File: config.mk
export PLATFORM = sky130hd
export DESIGN_NAME = mul_32b_seq
export DESIGN_NICKNAME = d
export VERILOG_FILES = /design/src/rtl/mul_32b_seq.sv
export SDC_FILE = /design/constraint.sdc
export NUM_CORES = 1
export LEC_CHECK = 0
export BUFFER_PORTS_ARGS = -buffer_cell sky130_fd_sc_hd__buf_2
export CAP_MARGIN = 20
export CORE_ASPECT_RATIO = 1.4
export CORE_MARGIN = 1
export CORE_UTILIZATION = 30
export DETAILED_ROUTE_END_ITERATION = 7
export GPL_TIMING_DRIVEN = 0
export SYNTH_ARGS = -nofsm -noshare
export SYNTH_HDL_FRONTEND = slang
export SYNTH_SLANG_ARGS = --single-unit
export TNS_END_PERCENT = 20
File: constraint.sdc
create_clock -name clk -period 3.79 [get_ports clk]
set_input_delay 0 -clock clk [delete_from_list [all_inputs] [get_ports clk]]
set_output_delay 0 -clock clk [all_outputs]
set_load 0.005 [all_outputs]
File: src/rtl/mul_32b_seq.sv
// Sequential 32x32 -> 64 shift-and-add multiplier with start/busy/done handshake.
// Optional signed operation is enabled by defining MUL_SIGNED_EN.
module mul_32b_seq (
  input  logic        clk,
  input  logic        reset,
  input  logic        start,
  input  logic [31:0] a,
  input  logic [31:0] b,
  output logic        busy,
  output logic        done,
  output logic [63:0] product
);

`ifdef MUL_SIGNED_EN
  typedef enum logic [1:0] {StIdle, StRun, StFix, StDone} state_e;
`else
  typedef enum logic [1:0] {StIdle, StRun, StDone} state_e;
`endif

  state_e      r_state;
  logic [31:0] r_acc;
  logic [31:0] r_mq;
  logic [31:0] r_mcand;
  logic [4:0]  r_cnt;
  logic        r_busy;
  logic        r_done;
  logic [63:0] r_product;

  logic [31:0] w_addend;
  logic [31:0] w_sum;
  logic        w_cout;
  logic [31:0] w_a_ld;
  logic [31:0] w_b_ld;

  // One adder pass per RUN cycle; cout becomes the new MSB of the shifted accumulator.
  always_comb begin
    w_addend        = r_mq[0] ? r_mcand : 32'd0;
    {w_cout, w_sum} = {1'b0, r_acc} + {1'b0, w_addend};
  end

`ifdef MUL_SIGNED_EN
  logic        r_neg;
  logic [31:0] w_lo;
  logic        w_lo_c;
  logic [31:0] w_hi;

  // Magnitudes: -0x80000000 wraps to 0x80000000, which reads correctly as unsigned 2^31.
  always_comb begin
    w_a_ld         = a[31] ? (~a + 32'd1) : a;
    w_b_ld         = b[31] ? (~b + 32'd1) : b;
    {w_lo_c, w_lo} = {1'b0, ~r_mq} + 33'd1;
    w_hi           = ~r_acc + {31'd0, w_lo_c};
  end
`else
  always_comb begin
    w_a_ld = a;
    w_b_ld = b;
  end
`endif

  always_ff @(posedge clk) begin
    if (reset) begin
      r_state   <= StIdle;
      r_acc     <= 32'd0;
      r_mq      <= 32'd0;
      r_mcand   <= 32'd0;
      r_cnt     <= 5'd0;
      r_busy    <= 1'b0;
      r_done    <= 1'b0;
      r_product <= 64'd0;
`ifdef MUL_SIGNED_EN
      r_neg     <= 1'b0;
`endif
    end else begin
      case (r_state)
        StIdle: begin
          r_done <= 1'b0;
          if (start) begin
            r_mcand <= w_a_ld;
            r_mq    <= w_b_ld;
            r_acc   <= 32'd0;
            r_cnt   <= 5'd0;
            r_busy  <= 1'b1;
            r_state <= StRun;
`ifdef MUL_SIGNED_EN
            r_neg   <= a[31] ^ b[31];
`endif
          end
        end
        StRun: begin
          {r_acc, r_mq} <= {w_cout, w_sum, r_mq[31:1]};
          r_cnt         <= r_cnt + 5'd1;
          if (r_cnt == 5'd31) begin
`ifdef MUL_SIGNED_EN
            r_state   <= StFix;
`else
            r_state   <= StDone;
            r_done    <= 1'b1;
            r_product <= {w_cout, w_sum, r_mq[31:1]};
`endif
          end
        end
`ifdef MUL_SIGNED_EN
        StFix: begin
          if (r_neg) begin
            {r_acc, r_mq} <= {w_hi, w_lo};
          end
          r_product <= r_neg ? {w_hi, w_lo} : {r_acc, r_mq};
          r_done    <= 1'b1;
          r_state   <= StDone;
        end
`endif
        StDone: begin
          r_done  <= 1'b0;
          r_busy  <= 1'b0;
          r_state <= StIdle;
        end
        default: r_state <= StIdle;
      endcase
    end
  end

  assign busy    = r_busy;
  assign done    = r_done;
  assign product = r_product;

endmodule

==> metrics.txt <==
total of warnings raised by yosys=0; critical path data arrival time=3.88 ns; HPWL after DPL=18900 um; CTS tree=built; main combinational cell family by area after synthesis=simple AND/OR/NAND/NOR gates; average footprint of a synthesized cell=7.72 um^2; launching element type of the critical path=flip-flop; area fraction of the dominant cell type after synthesis=0.422; status=finished clean; Clock Latency Late Sink=0.44 ns; Iteration-0 DRC Markers=389; final clock skew=0.00859 ns; Final Routed Wirelength=25500 um; kind of end point of the critical path=flip-flop; post-CTS setup buffer count=0; Clock Sinks=169; Synth Area in Compound Gates=0.210; Net Count, Synth=1140; GRT Resource Usage Total=0.189; final-layout setup total negative slack=0 ns; initial core utilization=0.306; die footprint=27400 um^2; maximum vdd drop=between 0.0002 and 0.00025 V; standard-cell row count=70; Final Hold Fails=0; largest net degree at the start of global routing=19; largest area contributor in the synthesized netlist=dfxtp_1; pwr/cell area=391 nW/um^2; DR vias=7905; adder-cell area share of the yosys netlist=0.0556; synth-to-layout area growth=28.9%; Post-synth EDFFs=0; xor and xnor fraction of the mapped netlist area=0.0306; # IOs=133; diode count=0; category of the critical setup timing path=reg2reg; Final Max Tran Viols=0; count of nets after finishing=1357; first-pass GRT wire length=between 40000 and 50000 um; number of nets still failing antenna checks after routing=0; port buffer count=about 130; Floorplan Core Area=roughly 26000 um^2; Yosys reg bits=169; CTS buffer count=17; Via-to-Cell Ratio=4.97; routed length per instance=16.0 um; fraction of layout instances using a drive strength above 1=0.142; portion of netlist area occupied by mux cells=0; count of max-cap constraint violations=0; post-synthesis sequential area ratio=0.422; required time at the worst-slack endpoint=4.11 ns; die outline height=slightly below 200 um; unrepaired setup endpoints after global routing=no; crit-path max FO=10; Final Critical Period=3.56 ns; CTS Buffer Depth=2; ratio of final minimum period to clock period=0.939; cell area after synthesis=8010 um^2; Max Clk Rate=about 280 MHz; number of distinct library cells after synthesis=51; main flop type after synthesis=dfxtp_1; Setup WS pre-CTS=0.186 ns; final hold slack=0.109 ns; TritonRoute pass-1 iters=5; dominant cells by area after synthesis=dfxtp_1 (42%), nand2_1 (13%), a21oi_1 (7.9%); Die W=between 100 and 150 um; final standard cell utilization of the core=0.395; type of the most critical hold path=in2reg; simple logic cell fraction of the synthesized area=0.240; global placement routability congestion=0.893; cell leakage power=0.00429 uW; DRC viols=0; tightest slew margin relative to the limit=0.436; via count of the first global-routing pass=roughly 8000; antenna violations before repair=0; asr flop ratio synth=0; slew of the pin with the lowest slew margin=0.846 ns; H-tree depth=4; setup slack of the critical path after layout=0.231 ns; Clock transition at path regs=approximately 0.080 ns; gr ovfl total=0; final setup fails=0; root buffer cell=clkbuf_16; synthesized instance count=1038
-- critical path, cell delays in order (launching register included) --
cell       delay, ns
dfxtp_1         0.49
clkbuf_1        0.29
and2_1          0.20
ha_1            0.28
a21oi_1         0.29
nor3b_1         0.42
a2111oi_2       0.17
o211ai_1        0.44
a21oi_2         0.16
a211oi_1        0.47
o21a_1          0.17
nor2_1          0.04
-- registers in the layout, summed over array words and instances (netlist names) --
signal   cells
product     64
r_acc       32
r_mcand     32
r_mq        32
r_cnt        5
r_state      2
busy         1
done         1
-- cell type report --
cell class / instances / area, um^2
Clock buffer: 17 / 425
Multi-Input combinational cell: 780 / 4290
Timing Repair Buffer: 198 / 1320
Sequential cell: 169 / 3380
Clock inverter: 15 / 170
Fill cell: 2755 / 15900
Inverter: 16 / 60.1
Buffer: 73 / 277
Tap cell: 324 / 405
-- path summary, 6_finish.rpt --
path	startpoint	end	slack, ns	depth (start not counted)
hold reg to reg	r_acc[27]	r_acc[27]	0.44	2
setup reg to reg	r_mq[0]	r_acc[31]	0.23	11
setup / recovery	r_mq[0]	r_acc[31]	0.23	11
hold / removal	reset	product[58]	0.11	4
-- placed cells by master (no fill, tap or decap), drive strengths merged, types with 3 or more instances in the layout --
| cell | instances |
|---|---|
| a31oi | 8 |
| clkinv | 3 |
| nand2 | 281 |
| buf | 145 |
| a21oi | 130 |
| o31ai | 9 |
| dfxtp | 169 |
| clkbuf | 78 |
| o21bai | 5 |
| nand4 | 9 |
| a22o | 6 |
| o211ai | 4 |
| and2 | 33 |
| nor3 | 7 |
| dlygate4sd3 | 65 |
| a211oi | 11 |
| a21o | 16 |
| ha | 34 |
| nor2b | 5 |
| inv | 25 |
| and3 | 6 |
| nand3 | 28 |
| nor2 | 77 |
| o21ai | 26 |
| xnor2 | 14 |
| a311oi | 32 |
| xor2 | 14 |
-- what timing repair did --
action,in CTS,in global routing
hold endpoints to repair,65,0
resized for setup,0,2
endpoints found under the setup margin,0,11
hold buffers,65,0
-- routing by layer --
layer / wire length (um) / GRT usage
met5: 0 / 0
met4: 1100 / 0.106
met3: 1020 / 0.0282
met2: 12900 / 0.342
met1: 10400 / 0.210
-- cells in the mapped netlist (all sizes together), types with 8 or more instances --
library cell / count
ha: 34
a211oi: 11
nand2: 281
a21oi: 130
xnor2: 14
a311oi: 32
nand3: 28
nor2: 77
dfxtp: 169
clkbuf: 60
inv: 15
and2: 33
o21ai: 26
buf: 13
a31oi: 8
o31ai: 9
nand4: 9
xor2: 14
a21o: 16
-- per-stage QoR --
stage	cell area (um^2)	total power, uW	instances
after floorplan	8010	2110	1038
after global placement	9080	2240	1494
after detailed placement	9080	2250	1494
after CTS	10300	4070	1591
after global routing	10300	4200	1592
final	10300	4040	1592
-- cells by family after synthesis --
family / count (synthesis)
and+or+nand+nor: 456
AOI/OAI and AO/OA: 261
DFF: 169
buffers and inverters: 89
adders and majority gates: 35
xor gates and xnor gates: 28
-- power breakdown --
part	internal, uW	switching, uW	leakage, uW
sequential	1840	41.9	0.00137
combinational	151	233	0.00263
clock	944	836	0.000288
total	2930	1110	0.00429
No activity file was read; power rests on OpenSTA's default activity.
